==> src/rtl/rptr_empty_fwft.sv <==
// Read-side controller for the async-compare FIFO: binary/Gray read pointers,
// two-flop empty flag with async preset, and a one-word FWFT output register.
module rptr_empty_fwft #(
    parameter int ASIZE = 4,
    parameter int DSIZE = 8
) (
    input  logic             rclk,
    input  logic             rrst,
    input  logic             aempty_n,
    output logic [ASIZE-1:0] rptr,
    output logic [ASIZE-1:0] raddr,
    input  logic [DSIZE-1:0] mem_rdata,
    output logic [DSIZE-1:0] rdata,
    output logic             rvalid,
    input  logic             rready,
    output logic             rempty
);

    logic [ASIZE-1:0] rbin;
    logic [ASIZE-1:0] rgray;
    logic [ASIZE-1:0] rbin_next;
    logic [ASIZE-1:0] rgray_next;
    logic             rempty2;
    logic             pop;

    function automatic logic [ASIZE-1:0] bin2gray(input logic [ASIZE-1:0] b);
        return (b >> 1) ^ b;
    endfunction

    // Comparator may drop aempty_n at any time; empty must assert immediately
    // and only release after two clean read-clock edges.
    always_ff @(posedge rclk or negedge aempty_n) begin
        if (!aempty_n) begin
            {rempty, rempty2} <= 2'b11;
        end else if (rrst) begin
            {rempty, rempty2} <= 2'b11;
        end else begin
            {rempty, rempty2} <= {rempty2, 1'b0};
        end
    end

    assign pop        = ~rempty & (~rvalid | rready);
    assign rbin_next  = rbin + 1'b1;
    assign rgray_next = bin2gray(rbin_next);

    always_ff @(posedge rclk) begin
        if (rrst) begin
            rbin  <= '0;
            rgray <= '0;
        end else if (pop) begin
            rbin  <= rbin_next;
            rgray <= rgray_next;
        end
    end

    // Output register refills on pop even when the held word is consumed in
    // the same cycle, keeping one word per cycle while streaming.
    always_ff @(posedge rclk) begin
        if (rrst) begin
            rdata  <= '0;
            rvalid <= 1'b0;
        end else if (pop) begin
            rdata  <= mem_rdata;
            rvalid <= 1'b1;
        end else if (rvalid & rready) begin
            rvalid <= 1'b0;
        end
    end

    assign raddr = rbin;
    assign rptr  = rgray;

endmodule

==> config.mk <==
export PLATFORM = sky130hd
export DESIGN_NAME = rptr_empty_fwft
export DESIGN_NICKNAME = d
export VERILOG_FILES = /design/src/rtl/rptr_empty_fwft.sv
export SDC_FILE = /design/constraint.sdc
export NUM_CORES = 1
export LEC_CHECK = 0
export BUFFER_PORTS_ARGS = -buffer_cell sky130_fd_sc_hd__buf_2
export CELL_PAD_IN_SITES_DETAIL_PLACEMENT = 1
export CELL_PAD_IN_SITES_GLOBAL_PLACEMENT = 1
export CORE_ASPECT_RATIO = 1.4
export CORE_MARGIN = 5
export CORE_UTILIZATION = 34
export CTS_CLUSTER_DIAMETER = 30
export CTS_CLUSTER_SIZE = 8
export DETAILED_ROUTE_END_ITERATION = 6
export GPL_ROUTABILITY_DRIVEN = 0
export PLACE_DENSITY = 0.84
export SLEW_MARGIN = 20
export SYNTH_ARGS = -nofsm -noshare
export SYNTH_HDL_FRONTEND = slang
export SYNTH_SLANG_ARGS = --single-unit
==> constraint.sdc <==
create_clock -name rclk -period 1.7 [get_ports rclk]
set_clock_uncertainty 0.15 [all_clocks]
set_input_delay 0.34 -clock rclk [delete_from_list [all_inputs] [get_ports rclk]]
set_output_delay 0.34 -clock rclk [all_outputs]
set_load 0.005 [all_outputs]
-- After elaboration in Yosys (flattened, before gate mapping)
Cells that the tools add are included.
- $add $sub $neg: 1
- muxes and demuxes: 4
- reductions and logical operators: 1
- bitwise logic cells: 6
- operators by type and width (cell ; count):
    adder 4 x 1 -> 4 bit (second input constant) ; 1
    2-to-1 mux 1 bit ; 4
    XOR 3 x 4 -> 4 bit ; 1
    AND 1 bit ; 2
    NOT 1 bit ; 2
    nonzero test 2 bit ; 1
    bitwise OR 1 bit ; 1
- bits of input ports: 12
- bits in registers: 19
- word-level logic and storage cells: 18
- output and inout port bits: 18

-- Depth between registers and ports, before layout
Gate-level depths: netlist of the first run.
- depth after elaboration: 4
- mapped depth: 5
- gate-level depth less buffers: 4

-- Worst setup path before layout of the first run
Ideal clock, no wire load.
- path kind: reg-to-reg
- from: reg rbin[0] (netlist: raddr[0])
- to: reg rbin[2] (netlist: raddr[2])
- cell stages (with the launch flop): 5
- arrival: 1.276 ns
- path slack: 0.204 ns
- buffers on the path: 0
- clock period less this slack: 1.496 ns
- data required time: 1.480 ns
- cells stage by stage: dfxtp_1 ha_1 inv_1 or4_1 a21oi_1
- word-level cells in the longest chain between the ends: 1
- ends and longest elaborated chain (element ; RTL line ; text):
    from (decl) ; 19 ; logic [ASIZE-1:0] rbin;
    from (signal assigned) ; 51 ; rbin <= rbin_next;
    adder 4 x 1 -> 4 bit ; 43 ; assign rbin_next = rbin + 1'b1;
No other way between the ends.
A chain may end at the register's enable or synchronous reset.

-- Worst setup path in the final report of the first run
- from: reg rempty
- to: out rempty
- RTL lines (element ; RTL line ; text):
    from (decl) ; 16 ; output logic rempty
    from (signal assigned) ; 38 ; {rempty, rempty2} <= {rempty2, 1'b0};
No word-level cell between the ends.

==> run metrics, run 1 <==
status=completed; top cell type's share of synthesized area=40.2%; setup TNS=0 ns; Distinct cells, synth=23; register area=377 µm²; top post-synthesis cells by area=dfxtp_1 (40%), a21oi_1 (9.4%), o21ai_0 (8.2%); Layout Area Growth over Synthesis=21.7%; Top FF cell, synth=dfxtp_1; drt first pass iters=4; vias=741; Avg WL per Cell=16.0 µm; Rel. slew slack=75.6%; Total Routing Usage GR=13.2%; crit path DAT=1.13 ns; Hold Slack=0.129 ns; Synth Cell Area=797 µm²; Worst-path clk slew=0.11 ns; P_sw=0.202 mW; combinational share of power=12.1%; DP Worst Slack=0.170 ns; DRC violations left=0; clk_lat worst skew=0.29 ns; internal power=0.622 mW; crit path kind=flip-flop to output pin; yosys warns=0; Core ar.=2200 µm²; pwr dens=850 nW/µm²; Max VDD drop=0.453 mV; Pins Over Slew Limit=0; max-cap viol count=0; commonest non-fill, non-tap cell in the layout=buf_2; first-pass GRT wire length=3.50 mm; Routed Wire Length=2.15 mm; ys async rst share=11.1%; CP Cell Sequence=buf_2; worst path buffer plus inverter count=1; Switching Fraction=24.6%; sequential cell area fraction in the yosys report=46.8%; Synth area leader=dfxtp_1; Fillers=283; Worst EP required=1.21 ns; pin count of the biggest net entering global routing=23; slowest stage delay, CP=0.70 ns; maximum fanout along the worst path=12; worst-path cell with the longest stage delay=dfstp_4; reg-to-reg startpoint=rempty$_DFF_PN1_; CP endpoint=rempty; input/output buffers=29; root buf cell=clkbuf_4; Synth Net Count=98; grt ovf=0; Post-synth EDFFs=0; Util after Layout=44.0%; remaining antenna violation count=0; fin nets=126; via/cell ratio=5.53; Min-Delay Path Class=input pin to flip-flop; Crit. path cell count=1; Static Leak=0.424 nW; FF+latch count, synth=18; Die Ht=67.3 µm; Starting Density=36.2%; initial detailed-routing violation count=14; endpoints failing hold=0; Slew @ Worst Pin=0.365 ns; I/O pin cnt=30; CTS buffer count=3; Max Root-Sink Buffers=2; fin crit share=95.1%; clock share of power=32.6%; number of global-route vias before repair=780; Worst Reg-to-Reg Cells=3; Die ar.=3430 µm²; Final WS setup=0.0836 ns; CP delay by family, top=flip-flops; crit path from=rempty$_DFF_PN1_; initial antenna violation count=0; Mapped Cells=85; CTS HTree Levels=1; most frequent cells in the layout=buf_2 (29), dfxtp_1 (16), a21oi_1 (15); f_max=619 MHz; Multi-input gate area=352 µm²; Die X=50.9 µm; # clock sinks=18; Setup crit start kind=flip-flop; HPWL Detailed=1.47 mm; CP endpoint kind=output pin; share of cells above drive strength 1=36.6%; reg2reg setup slack=0.13 ns; RSZ-0062 raised after global routing=false; Final Setup Violations=0; Diodes inserted=0; sequential power share=55.3%; R2R Path End=raddr[3]$_SDFFE_PP0P_; CTS tree=yes; Rows=20; Avg Cell Area, Syn=9.38 µm²; Final min period=1.62 ns
==> flip-flops by register name (all words and copies together) (netlist names) <==
| signal | cells |
|---|---|
| raddr | 4 |
| rptr | 3 |
| rvalid | 1 |
| rempty2 | 1 |
| rempty | 1 |
| rdata | 8 |
==> layer usage <==
layer | share of wire [%] | wire (µm) | vias up | global-route usage [%]
li1 | - | - | 353 | -
met1 | 40 | 854 | 359 | 14.4
met2 | 51 | 1100 | 25 | 22.5
met3 | 7.3 | 157 | 4 | 4.42
met4 | 1.6 | 34 | 0 | 6.71
met5 | 0 | 0 | - | 0
==> power groups by stage <==
stage                     Clock [mW]  Sequential (mW)  Combinational (mW)
after floorplan                    0            0.463              0.0583
after global placement             0            0.465              0.0893
after detailed placement           0            0.466              0.0935
after CTS                      0.273            0.458              0.0958
after global routing           0.295            0.458               0.113
final                          0.269            0.456              0.0997
==> per-stage QoR <==
stage	area [µm²]	cells	power, mW
after floorplan	797	85	0.521
after global placement	912	128	0.554
after detailed placement	912	128	0.560
after CTS	962	133	0.827
after global routing	970	134	0.865
final	970	134	0.824
==> worst min-delay path by stage <==
stage / startpoint / endpoint / slack [ns] / cells after the start
2_1_floorplan: aempty_n / rempty$_DFF_PN1_ / 0.04 / 0
3_3_place_gp: aempty_n / rempty$_DFF_PN1_ / 0.14 / 1
3_5_place_dp: aempty_n / rempty$_DFF_PN1_ / 0.14 / 1
4_1_cts: mem_rdata[5] / rdata[5]$_SDFFE_PP0P_ / 0.13 / 3
5_1_grt: mem_rdata[5] / rdata[5]$_SDFFE_PP0P_ / 0.13 / 3
6_report: mem_rdata[5] / rdata[5]$_SDFFE_PP0P_ / 0.13 / 3
==> cells by family (layout without fill, tap and decap cells) <==
| kind of cell | after synthesis | in the layout | synth area share [%] |
|---|---|---|---|
| compound gates | 32 | 32 | 21.5 |
| flops | 18 | 18 | 46.8 |
| simple gates | 19 | 19 | 14.8 |
| fa+ha+maj | 1 | 1 | 1.57 |
| xor+xnor | 4 | 4 | 6.28 |
| buf+inv | 11 | 38 | 9.10 |
==> Yosys cell counts (all sizes together), types with 2 or more instances <==
library cell	instances
dfstp	2
nor2b	2
clkbuf	4
xnor2	2
o31ai	2
nand3	12
o21ai	13
dfxtp	16
inv	2
or4	2
a21oi	15
buf	4
==> repair_timing <==
item	CTS	global route
setup endpoints to repair	1	1
buffers inserted	0	1
hold endpoints to repair	2	0
hold buffers	1	0
gates resized for setup	1	0
==> cell type report <==
class	count	share of cell area, %
Clock buffer	4	3.74
Inverter	2	0.774
Multi-Input combinational cell	56	36.3
Sequential cell	18	38.8
Tap cell	22	2.84
Timing Repair Buffer	32	17.5
No activity file was read; power rests on OpenSTA's default activity.
==> run 2, diff against run 1 <==
--- a/config.mk
+++ b/config.mk
@@ -10,12 +10,12 @@
 export CELL_PAD_IN_SITES_GLOBAL_PLACEMENT = 1
 export CORE_ASPECT_RATIO = 1.4
 export CORE_MARGIN = 5
-export CORE_UTILIZATION = 34
+export CORE_UTILIZATION = 31
 export CTS_CLUSTER_DIAMETER = 30
 export CTS_CLUSTER_SIZE = 8
 export DETAILED_ROUTE_END_ITERATION = 6
 export GPL_ROUTABILITY_DRIVEN = 0
-export PLACE_DENSITY = 0.84
+export PLACE_DENSITY = 0.81
 export SLEW_MARGIN = 20
 export SYNTH_ARGS = -nofsm -noshare
 export SYNTH_HDL_FRONTEND = slang
==> constraint.sdc (replaced) <==
create_clock -name rclk -period 1.4 [get_ports rclk]
set_clock_uncertainty 0.15 [all_clocks]
set_input_delay 0.28 -clock rclk [delete_from_list [all_inputs] [get_ports rclk]]
set_output_delay 0.28 -clock rclk [all_outputs]
set_load 0.005 [all_outputs]
==> run 2 against run 1 <==
Compared with the run above:
- the flow now finishes with violations (negative setup slack)
- critical path depth stayed put
- sequential power is 20% higher
- sequential cell count stayed put
- final cell count is 11% higher
==> run metrics, run 2 (synthesis results as in run 1) <==
drt first pass iters=3; register area=380 µm²; worst path buffer plus inverter count=1; worst-path cell with the longest stage delay=dfstp_2; Slew @ Worst Pin=0.366 ns; fin crit share=100%; Hold Slack=0.0664 ns; vias=747; Diodes inserted=0; Largest register FFs=8; initial detailed-routing violation count=7; R2R Path End=raddr[2]$_SDFFE_PP0P_; Starting Density=32.6%; pin count of the biggest net entering global routing=20; Routed Wire Length=2.13 mm; max-cap viol count=0; CTS HTree Levels=1; fin nets=129; reg-to-reg startpoint=raddr[1]$_SDFFE_PP0P_; Static Leak=0.428 nW; Min-Delay Path Class=input pin to flip-flop; Die Ht=70.0 µm; root buf cell=clkbuf_4; pwr dens=977 nW/µm²; Die ar.=3700 µm²; initial antenna violation count=0; final instance area=1030 µm²; Worst Reg-to-Reg Cells=4; placed cell count=140; CP delay by family, top=flip-flops; DP Worst Slack=-0.00351 ns; CP endpoint kind=output pin; Non-Filler Instances=149; grt ovf=0; Rel. slew slack=75.6%; clk_lat worst skew=0.30 ns; CP endpoint=rempty; Core ar.=2440 µm²; I/O pin cnt=30; Rows=21; Cell Area, Placed=945 µm²; remaining antenna violation count=0; Worst EP required=0.97 ns; Total Routing Usage GR=12.5%; input/output buffers=29; Biggest register=rdata; Avg WL per Cell=14.3 µm; status=complete, but fails checks; Worst-path clk slew=0.11 ns; failing checks=negative setup slack; maximum fanout along the worst path=3; reg2reg setup slack=0.02 ns; first-pass GRT wire length=3.54 mm; f_max=712 MHz; Final min period=1.41 ns; commonest non-fill, non-tap cell in the layout=buf_2; Die X=52.9 µm; CP Cell Sequence=buf_2; DRC violations left=0; share of cells above drive strength 1=41.7%; Fillers=306; Pins Over Slew Limit=0; Setup crit start kind=flip-flop; crit path DAT=0.98 ns; via/cell ratio=5.01; Multi-input gate area=364 µm²; RSZ-0062 raised after global routing=true; Final WS setup=-0.00524 ns; number of global-route vias before repair=805; crit path from=rempty$_DFF_PN1_; CTS tree=yes; most frequent cells in the layout=buf_2 (29), a21oi_1 (15), dfxtp_1 (14); Max VDD drop=0.609 mV; slowest stage delay, CP=0.56 ns; Crit. path cell count=1; Final Setup Violations=1; CTS buffer count=3; endpoints failing hold=0; Layout Area Growth over Synthesis=29.8%; # clock sinks=18; Max Root-Sink Buffers=2; HPWL Detailed=1.47 mm; crit path kind=flip-flop to output pin
[run 2: worst min path at each step]
stage,start,endpoint,cells past startpoint
2_1_floorplan,aempty_n,rempty$_DFF_PN1_,0
3_3_place_gp,aempty_n,rempty$_DFF_PN1_,1
3_5_place_dp,aempty_n,rempty$_DFF_PN1_,1
4_1_cts,mem_rdata[2],rdata[2]$_SDFFE_PP0P_,3
5_1_grt,mem_rdata[2],rdata[2]$_SDFFE_PP0P_,3
6_report,rrst,rempty2$_DFF_PN1_,1
[run 2: final cells by class]
| class | count | area share, % |
|---|---|---|
| Sequential cell | 18 | 36.8 |
| Tap cell | 34 | 4.11 |
| Inverter | 2 | 1.09 |
| Timing Repair Buffer | 34 | 18.6 |
| Clock buffer | 4 | 3.51 |
| Timing Repair inverter | 1 | 0.726 |
| Multi-Input combinational cell | 56 | 35.2 |
[run 2: stage by stage]
step                      util (%)  power, mW  setup TNS, ns
after floorplan                  -      0.633              0
after global placement        38.7      0.673              0
after detailed placement      38.7      0.679       -0.00351
after CTS                     41.6       1.01       -0.00534
after global routing          42.3       1.07         -0.168
final                         42.3       1.01       -0.00524
[run 2: power by group]
part	switching [mW]	internal (mW)
registers	0.0138	0.535
logic	0.0676	0.0641
clock network	0.171	0.159
[run 2: timing repair]
action                                  CTS  global route
buffers inserted                          3             0
resized for setup                         1             4
endpoints found under the setup margin    2            15
cloned                                    0             1
endpoints found under the hold margin     2             0
hold buffers                              1             0
pin swaps                                 1             3
[run 2: metal layers]
metal,up-vias,global-route usage (%),wire length (µm)
met2,17,22.5,1120
met1,362,12.9,828
met4,0,6.82,61
li1,363,-,-
met5,-,0,0
met3,5,2.34,114
